$ cat src/rtl/sync_fifo_param.sv
// Purpose : parametrised single-clock FIFO with occupancy count, almost-full/empty
//           thresholds, overflow/underflow pulses and registered or fall-through read.
// Latency : write visible in count/flags one edge later; FWFT=0 read data one edge
//           after rd_en_i, FWFT=1 head word shown combinationally while not empty.
// Backpressure: none upstream; a write when full (without a same-cycle read) or a read
//           when empty is dropped and reported by a one-cycle overflow/underflow pulse.
//
// Ports:
//   clk_i          rising-edge clock
//   rst_i          synchronous active-high reset (pointers, count, pulses, read reg)
//   wr_en_i        write request, wdata_i stored when accepted
//   wdata_i        write data
//   rd_en_i        read request (FWFT=1: pop/acknowledge of the displayed word)
//   rdata_o        read data
//   full_o         count == DEPTH
//   empty_o        count == 0
//   almost_full_o  count >= AF_LEVEL
//   almost_empty_o count <= AE_LEVEL
//   count_o        current occupancy
//   overflow_o     registered pulse: a write was rejected
//   underflow_o    registered pulse: a read was rejected
//   error_o        overflow_o | underflow_o
module sync_fifo_param #(
  parameter int WIDTH    = 8,
  parameter int DEPTH    = 16,
  parameter int AF_LEVEL = DEPTH - 2,
  parameter int AE_LEVEL = 2,
  parameter bit FWFT     = 1'b0,
  localparam int PW      = $clog2(DEPTH),
  localparam int CW      = $clog2(DEPTH + 1)
) (
  input  logic             clk_i,
  input  logic             rst_i,
  input  logic             wr_en_i,
  input  logic [WIDTH-1:0] wdata_i,
  input  logic             rd_en_i,
  output logic [WIDTH-1:0] rdata_o,
  output logic             full_o,
  output logic             empty_o,
  output logic             almost_full_o,
  output logic             almost_empty_o,
  output logic [CW-1:0]    count_o,
  output logic             overflow_o,
  output logic             underflow_o,
  output logic             error_o
);

  localparam logic [PW-1:0] LAST_PTR = PW'(DEPTH - 1);
  localparam logic [CW-1:0] FULL_CNT = CW'(DEPTH);
  localparam logic [CW-1:0] AF_CNT   = CW'(AF_LEVEL);
  localparam logic [CW-1:0] AE_CNT   = CW'(AE_LEVEL);

  logic [WIDTH-1:0] r_mem [DEPTH];
  logic [PW-1:0]    r_wr_ptr;
  logic [PW-1:0]    r_rd_ptr;
  logic [CW-1:0]    r_count;
  logic             r_overflow;
  logic             r_underflow;

  logic             w_rd_acc;
  logic             w_wr_acc;
  logic             w_empty;

  assign w_empty  = (r_count == '0);
  // A read never becomes legal because of a same-cycle write into an empty FIFO.
  assign w_rd_acc = rd_en_i && !w_empty;
  // When full, a write is still taken if the slot is freed by a read this cycle.
  assign w_wr_acc = wr_en_i && ((r_count < FULL_CNT) || w_rd_acc);

  // Explicit wrap compare so non-power-of-two depths cycle through 0..DEPTH-1.
  always_ff @(posedge clk_i) begin
    if (rst_i) begin
      r_wr_ptr <= '0;
    end else if (w_wr_acc) begin
      r_wr_ptr <= (r_wr_ptr == LAST_PTR) ? '0 : r_wr_ptr + PW'(1);
    end
  end

  always_ff @(posedge clk_i) begin
    if (rst_i) begin
      r_rd_ptr <= '0;
    end else if (w_rd_acc) begin
      r_rd_ptr <= (r_rd_ptr == LAST_PTR) ? '0 : r_rd_ptr + PW'(1);
    end
  end

  always_ff @(posedge clk_i) begin
    if (rst_i) begin
      r_count <= '0;
    end else begin
      case ({w_wr_acc, w_rd_acc})
        2'b10:   r_count <= r_count + CW'(1);
        2'b01:   r_count <= r_count - CW'(1);
        default: r_count <= r_count;
      endcase
    end
  end

  always_ff @(posedge clk_i) begin
    if (rst_i) begin
      r_overflow  <= 1'b0;
      r_underflow <= 1'b0;
    end else begin
      r_overflow  <= wr_en_i && !w_wr_acc;
      r_underflow <= rd_en_i && !w_rd_acc;
    end
  end

  // Storage is deliberately not reset.
  always_ff @(posedge clk_i) begin
    if (!rst_i && w_wr_acc) begin
      r_mem[r_wr_ptr] <= wdata_i;
    end
  end

  generate
    if (FWFT) begin : g_fwft
      // Head word shown directly; forced to zero while empty so never-written
      // entries cannot leak out right after reset.
      assign rdata_o = w_empty ? '0 : r_mem[r_rd_ptr];
    end else begin : g_reg
      logic [WIDTH-1:0] r_rdata;
      always_ff @(posedge clk_i) begin
        if (rst_i) begin
          r_rdata <= '0;
        end else if (w_rd_acc) begin
          r_rdata <= r_mem[r_rd_ptr];
        end
      end
      assign rdata_o = r_rdata;
    end
  endgenerate

  assign count_o        = r_count;
  assign full_o         = (r_count == FULL_CNT);
  assign empty_o        = w_empty;
  assign almost_full_o  = (r_count >= AF_CNT);
  assign almost_empty_o = (r_count <= AE_CNT);
  assign overflow_o     = r_overflow;
  assign underflow_o    = r_underflow;
  assign error_o        = r_overflow | r_underflow;

endmodule

$ cat config.mk
export PLATFORM = sky130hd
export DESIGN_NAME = sync_fifo_param
export DESIGN_NICKNAME = d
export VERILOG_FILES = /design/src/rtl/sync_fifo_param.sv
export SDC_FILE = /design/constraint.sdc
export NUM_CORES = 1
export LEC_CHECK = 0
export ABC_AREA = 1
export BUFFER_PORTS_ARGS = -buffer_cell sky130_fd_sc_hd__buf_4
export CORE_MARGIN = 1
export CORE_UTILIZATION = 29
export CTS_CLUSTER_SIZE = 24
export DETAILED_ROUTE_END_ITERATION = 12
export PLACE_DENSITY = 0.4
export SLEW_MARGIN = 30
export SYNTH_ARGS = -nofsm -noshare
export SYNTH_HDL_FRONTEND = slang
export SYNTH_SLANG_ARGS = --single-unit
export TNS_END_PERCENT = 50
$ cat constraint.sdc
create_clock -name clk_i -period 2.4 [get_ports clk_i]
set_clock_uncertainty 0.1 [all_clocks]
set_input_delay 0.48 -clock clk_i [delete_from_list [all_inputs] [get_ports clk_i]]
set_output_delay 0.48 -clock clk_i [all_outputs]
set_load 0.02 [all_outputs]
==> summary.md, run 1 <==
| Metric | Value |
|---|---|
| Setup Crit Path Kind | `reg2reg` |
| Vias/cell | `approximately 4.5` |
| Vertical die dimension | `about 150 um` |
| Cell taking the most area after synthesis | `edfxtp_1` |
| Fmax | `roughly 0.47 GHz` |
| Number of cell instances on the worst register-to-register path | `14` |
| Critical path capture point type | `register` |
| Worst EP arrival | `approximately 2400 ps` |
| Combined area of the multi-input logic cells | `between 0.0015 and 0.002 sq mm` |
| Sequential share of the synthesized area | `between 60% and 70%` |
| Max-slew violation count | `0` |
| Floorplan die area | `0.0236 sq mm` |
| Global placement routability congestion | `0.771` |
| Hold Vio Cnt, Final | `0` |
| Highest net fanout along the worst path | `7` |
| Worst-path cell chain | `inv_1, nand4_2, nand2_4, inv_4, ha_4, inv_1, fa_1, inv_1, nand2_1, a21boi_0, o21bai_1, nand2_1, nand2_1, a21oi_1` |
| Path type of the worst min-delay path | `in2reg` |
| Fraction of synthesized cell area taken by the top area cell type | `between 50% and 60%` |
| Number of levels in the clock H-tree | `4` |
| Clk sink count | `around 150` |
| Cell depth of the worst setup path | `14` |
| Post-route cell area | `a little under 0.008 sq mm` |
| Cts hold-fix bufs | `0` |
| Num CTS Buffers | `17` |
| WL per Instance | `~17 um` |
| Wire length after detailed routing | `roughly 17000 um` |
| GRT Util Overall | `between 10% and 20%` |
| FF+latch area | `0.00431 sq mm` |
| DP Area | `between 0.007 and 0.008 sq mm` |
| Finish-stage setup viols | `0` |
| Setup crit start kind | `register` |
| Peak supply drop | `around 0.41 mV` |
| Worst Tran Pin Value | `approximately 640 ps` |
| Combined area of all synthesized cells | `0.00666 sq mm` |
| Proportion of layout cells with a drive suffix above 1 | `between 10 and 15%` |
| Mapped Cells | `between 600 and 700` |
| Hold Crit Depth | `3` |
| Final cell count without fillers | `about 1000` |
| Count of unique library cells instantiated by Yosys | `28` |
| Number of filler cells placed in the layout | `approximately 2300` |
| Setup TNS after final layout | `0 ps` |
| Crit path buf inv count | `4` |
| Clock slew at the register clock pins of the worst setup and hold paths | `60 ps` |
| Worst-case clock buffer depth | `2` |
| Required arrival time at the worst endpoint | `around 2700 ps` |
| Largest net degree at the start of global routing | `36` |
| Remaining antenna violation count | `0` |
| Clock latency reported for the late side of the worst-skew pair | `between 400 and 500 ps` |
| DRC | `0` |
| Total of max-cap violations | `0` |
| CTS tree | `yes` |
| Setup repair after global routing missed its margin | `false` |
| Pwr Total | `around 8.2 mW` |
| Vias after detailed routing | `between 4000 and 5000` |
| Number of nets in the layout | `about 750` |
| Min Tclk post-route | `~2100 ps` |
| Number of iterations in the first detailed-routing pass | `4` |
| Number of rows created at floorplan | `55` |
| Vias in the first global route | `around 4400` |
| FF+latch count, synth | `151` |
| Max-slew headroom at the worst pin | `around 57%` |
| Average size of a mapped cell | `between 9 and 10 sq um` |
| Die width | `154 um` |
| Core Region | `0.0226 sq mm` |
| Static power due to leakage | `3.39 nW` |
| Peak per-stage delay on the critical path | `about 400 ps` |
| Global-route congestion overflow total | `0` |
| DR iter-0 viols | `~330` |
| Initial Utilization | `slightly below 30%` |
| Number of warnings issued by yosys | `0` |
| First-pass GRT wire length | `~26000 um` |
| Largest cells by area after synthesis | `edfxtp_1 58%, nand2_1 13%, nand3_1 7.1%` |
| Post-DP HPWL | `about 11000 um` |
| Gate family responsible for the most delay along the worst path | `adder cells` |
| Mapped Nets | `699` |
| Layout Area Growth over Synthesis | `19.2%` |
| Number of buffers inserted by post-CTS setup repair | `0` |
| Number of input and output port buffers inserted | `31` |
| Commonest cells after routing, fill and taps aside | `224 x nand2_1, 128 x edfxtp_1, 94 x nand3_1, 91 x inv_1, 61 x buf_4` |
| Total placed cells including tap cells | `~1000` |
| I/O pin total | `32` |
| Slowest library cell on the worst path | `fa_1` |
| Most common cell after layout, fill and taps aside | `nand2_1` |
| Root cell of the clock tree | `clkbuf_16` |
| Antenna diode instance count | `0` |
| Ratio of total power to cell area | `1040 mW/mm^2` |
| Antenna violations before repair | `0` |
| Status | `complete, no violations` |
| Final cycle utilization of the critical path | `between 80 and 90%` |
[through the flow]
stage          worst slack (ps)  util [%]  hold WS [ps]
3_3_place_gp                101      32.4           403
6_report                    287      35.1           200
5_1_grt                    79.8      35.1           197
4_1_cts                     118      35.1           190
3_5_place_dp               83.5      32.4           414
2_1_floorplan              25.3         -           388
[cells by family (layout without fill, tap and decap cells)]
| group | Yosys count | count (layout) | share of synthesized area (%) |
|---|---|---|---|
| and+or+nand+nor | 365 | 365 | 22.7 |
| DFF | 151 | 151 | 64.6 |
| buffers and inverters | 123 | 190 | 8.02 |
| AOI/OAI and AO/OA | 22 | 22 | 1.82 |
| adders and majority gates | 10 | 10 | 1.99 |
| xor gates and xnor gates | 6 | 6 | 0.789 |
[cells in the mapped netlist]
cell       count
ha_1           9
inv_1         91
clkbuf_1       1
buf_6          5
fa_1           1
edfxtp_1     128
a21oi_1       10
clkinv_1       2
buf_2         17
nand3_1       94
o31ai_1        1
or2_2          1
a2111oi_0      1
nor2_1        41
a21boi_0       1
inv_2          3
nor3b_1        1
nand2_4        1
nand2_1      224
o21ai_0        8
xor2_1         5
nand4_2        1
nor3_1         2
dfxtp_1       23
buf_4          3
inv_4          1
o21bai_1       1
xnor2_1        1
[final cells by class]
type	instances	share of cell area, %
clock buffers	22	6.26
well taps	285	4.49
multi-input cells	403	23.1
flip-flops and latches	151	54.3
repair buffers	61	5.77
clock inverters	10	1.45
inverters	97	4.62
[what timing repair did]
| item | in CTS | in global routing |
|---|---|---|
| setup endpoints to repair | 0 | 2 |
| resized for setup | 0 | 5 |
| hold endpoints to repair | 0 | 0 |
[worst register-to-register path: cells and delay by family (launching register included)]
| kind | cells | cell delay, ps |
|---|---|---|
| AND/OR/NAND/NOR | 5 | 400 |
| flip-flops | 1 | 350 |
| adder cells (fa/ha/maj) | 2 | 560 |
| buffers and inverters | 4 | 280 |
| AO/OA/AOI/OAI | 3 | 350 |
[worst paths after layout]
check             slack, ps          end         from
setup / recovery        290   count_o[4]   count_o[3]
hold / removal          200   overflow_o      wr_en_i
hold reg to reg         430  r_wr_ptr[0]  r_wr_ptr[0]
setup reg to reg        290   count_o[4]   count_o[3]
[per-layer routing]
layer	part of all wire (%)	up-vias	GRT usage, %
li1	-	2302	-
met1	48	2218	20.9
met2	48	75	24.4
met3	3.2	16	3.24
met4	1.1	0	4.86
met5	0	-	0
[power by group]
part           switching [mW]  internal, mW  total (mW)  leakage (nW)
clock                    1.06          1.68        2.75         0.301
combinational            1.58         0.781        2.36          1.75
sequential              0.107          2.99        3.10          1.34
[registers in the layout (all words and copies together), names as in the netlist]
name / flops
count_o: 5
overflow_o: 1
underflow_o: 1
rdata_o: 8
r_rd_ptr: 4
r_wr_ptr: 4
r_mem: 128
Note: power is estimated with default switching activity, not from simulation.
==> run 2, diff against run 1 <==
--- a/config.mk
+++ b/config.mk
@@ -5,7 +5,7 @@
 export SDC_FILE = /design/constraint.sdc
 export NUM_CORES = 1
 export LEC_CHECK = 0
-export ABC_AREA = 1
+export ABC_AREA = 0
 export BUFFER_PORTS_ARGS = -buffer_cell sky130_fd_sc_hd__buf_4
 export CORE_MARGIN = 1
 export CORE_UTILIZATION = 29
==> run 2 against run 1 <==
Compared with the run above:
- critical path type is now reg2out
- count of clock-buffer cells in the layout down 2
- sequential power is essentially flat
- global-route usage shrank 0.65 points
- non-clock buffer count increased by 32
- register-to-register slack got worse by 260 ps
==> summary.md, run 2 <==
| Metric | Value |
|---|---|
| Status | `complete, no violations` |
| Largest net degree at the start of global routing | `26` |
| Count of unique library cells instantiated by Yosys | `42` |
| Final cell count without fillers | `between 700 and 800` |
| Clock latency reported for the late side of the worst-skew pair | `roughly 420 ps` |
| Dominant register cell in the synthesized netlist | `edfxtp_1` |
| Vias/cell | `between 4 and 5` |
| Antenna diode instance count | `0` |
| I/O pin total | `32` |
| Path type of the worst min-delay path | `in2reg` |
| Highest net fanout along the worst path | `2` |
| Worst-case clock buffer depth | `2` |
| GRT Util Overall | `about 15%` |
| Setup Crit Path Kind | `reg2out` |
| Number of cell instances on the worst register-to-register path | `11` |
| WHS Endpoint | `r_mem[1][4]` |
| Clk sink count | `~150` |
| Combinational family with the most area after synthesis | `multiplexers` |
| Final cycle utilization of the critical path | `approximately 100%` |
| Peak supply drop | `between 0.4 and 0.5 mV` |
| Ys async rst share | `0%` |
| Number of rows created at floorplan | `between 50 and 60` |
| CTS tree | `yes` |
| Mapped Nets | `roughly 400` |
| Mapped Cells | `388` |
| Critical path capture point type | `output port` |
| Synth top cells by count | `128 x edfxtp_1, 40 x nor2_1, 23 x dfxtp_1` |
| Post-DP HPWL | `approximately 9500 um` |
| FF+latch count, synth | `around 150` |
| Most common cell after layout, fill and taps aside | `edfxtp_1` |
| Max-slew headroom at the worst pin | `73.1%` |
| Number of warnings issued by yosys | `0` |
| XOR/XNOR share of the synthesized area | `0.569%` |
| DRC | `0` |
| Vertical die dimension | `roughly 150 um` |
| Total of max-cap violations | `0` |
| Initial Utilization | `30.0%` |
| Number of nets in the layout | `between 500 and 600` |
| Vias in the first global route | `3683` |
| Floorplan die area | `about 0.022 sq mm` |
| Fraction of synthesized cell area taken by the top area cell type | `approximately 62%` |
| Cell taking the most area after synthesis | `edfxtp_1` |
| Max-slew violation count | `0` |
| Fmax | `about 0.42 GHz` |
| Finish-stage setup viols | `0` |
| Static power due to leakage | `between 2 and 3 nW` |
| Remaining antenna violation count | `0` |
| Num CTS Buffers | `17` |
| Worst R2R Start | `count_o[3]` |
| Worst Tran Pin Value | `403 ps` |
| Setup repair after global routing missed its margin | `true` |
| Hold Vio Cnt, Final | `0` |
| Share of synthesized cell area in full adder, half adder and majority cells | `2.16%` |
| Number of input and output port buffers inserted | `31` |
| First-pass GRT wire length | `22900 um` |
| Proportion of layout cells with a drive suffix above 1 | `a little over a third` |
| Combined area of all synthesized cells | `between 0.006 and 0.007 sq mm` |
| Worst EP arrival | `roughly 1800 ps` |
| Vias after detailed routing | `3555` |
| Number of iterations in the first detailed-routing pass | `4` |
| Commonest cells after routing, fill and taps aside | `128 x edfxtp_1, 90 x buf_4, 40 x nor2_1` |
| Pwr Total | `roughly 8.2 mW` |
| WL per Instance | `around 19 um` |
| Simple-gate area share of the yosys netlist | `about 7.1%` |
| Number of synthesized flops with an enable pin | `about 130` |
| Layout Area Growth over Synthesis | `25.6%` |
| Destination of the worst register-to-register timing path | `count_o[4]` |
| Wire length after detailed routing | `between 10000 and 15000 um` |
| Cell repeated most along the worst path | `buf_4` |
| Largest Register | `r_mem` |
| Setup crit start kind | `register` |
| Root cell of the clock tree | `clkbuf_16` |
| Die width | `roughly 150 um` |
| Average size of a mapped cell | `15.9 sq um` |
| Global placement routability congestion | `between 0.7 and 0.8` |
| Slowest library cell on the worst path | `dfxtp_4` |
| Area fraction in compound gates after synthesis | `5.57%` |
| Max FFs per register | `around 130` |
| Worst-path cell chain | `nor3_4, nand2_2, buf_4, buf_4, buf_4, buf_4, buf_4, inv_2, buf_6` |
| Number of levels in the clock H-tree | `4` |
| Sequential share of the synthesized area | `70.0%` |
| Peak per-stage delay on the critical path | `350 ps` |
| Min Tclk post-route | `between 2000 and 2500 ps` |
| Global-route congestion overflow total | `0` |
| R2R Setup Slk | `~30 ps` |
| Worst hold path startpoint | `wdata_i[4]` |
| Total placed cells including tap cells | `705` |
| Largest cells by area after synthesis | `edfxtp_1 62%, dfxtp_1 7.5%, mux4_2 5.5%` |
| Count leader, synth | `edfxtp_1` |
| Clock slew at the register clock pins of the worst setup and hold paths | `approximately 60 ps` |
| Cts hold-fix bufs | `0` |
| Hold Crit Depth | `1` |
| Antenna violations before repair | `0` |
| Core Region | `between 0.02 and 0.025 sq mm` |
| Final hold slack | `between 300 and 400 ps` |
| DR iter-0 viols | `around 270` |
| Required arrival time at the worst endpoint | `roughly 1800 ps` |
| Ratio of total power to cell area | `~1100 mW/mm^2` |
| Multiplexer share of the synthesized area | `between 10% and 20%` |
## run 2: power breakdown
| part | leakage, nW | internal (mW) | total [mW] | switching (mW) |
|---|---|---|---|---|
| sequential | 1.35 | 3.01 | 3.12 | 0.111 |
| combinational | 1.01 | 1.32 | 2.55 | 1.23 |
| clock | 0.268 | 1.53 | 2.56 | 1.03 |
| total | 2.62 | 5.85 | 8.22 | 2.37 |
## run 2: worst max path at each step
stage	from	endpoint	cells after the start
4_1_cts	count_o[4]	count_o[4]	12
3_3_place_gp	rd_en_i	count_o[4]	11
6_report	count_o[3]	empty_o	9
3_5_place_dp	rd_en_i	count_o[4]	11
2_1_floorplan	count_o[3]	count_o[4]	12
5_1_grt	count_o[3]	count_o[4]	11
## run 2: worst max-delay path, delay by kind of cell, from the launching register on
| kind | cells | cell delay, ps |
|---|---|---|
| simple gates | 2 | 270 |
| flops | 1 | 350 |
| buf+inv | 7 | 760 |
## run 2: final cells by class
cell class / instances / area, sq um
flip-flops and latches: 151 / 4320
inverters: 8 / 32.5
repair buffers: 93 / 727
clock inverters: 12 / 126
clock buffers: 20 / 437
well taps: 270 / 338
fillers: 1914 / 12800
multi-input cells: 208 / 1740
## run 2: cell families after synthesis
kind of cell | count (synthesis)
simple gates | 93
flops | 151
buf+inv | 29
mux | 50
fa+ha+maj | 10
xor+xnor | 4
compound gates | 51
## run 2: stage by stage
stage | utilization, % | setup slack (ps) | setup TNS, ps | cell area, sq um
5_1_grt | 37.7 | -73.9 | -142 | 7730
3_5_place_dp | 33.9 | -220 | -220 | 6950
4_1_cts | 37.5 | 6.93 | 0 | 7690
2_1_floorplan | - | -120 | -120 | 6230
6_report | 37.7 | 24.9 | 0 | 7730
3_3_place_gp | 33.9 | -184 | -184 | 6950
## run 2: what timing repair did
item                                    4_1_cts  5_1_grt
pin swaps                                     9        7
endpoints found under the setup margin        1        2
resized for setup                             3        4
hold endpoints to repair                      0        0
buffers inserted                             22        3
## run 2: routing by layer
layer	GRT usage [%]	vias to the layer above	wire length [um]
met5	0	-	0
met2	22.5	49	7120
met4	5.00	0	252
met3	3.64	14	425
li1	-	1673	-
met1	20.3	1819	7040
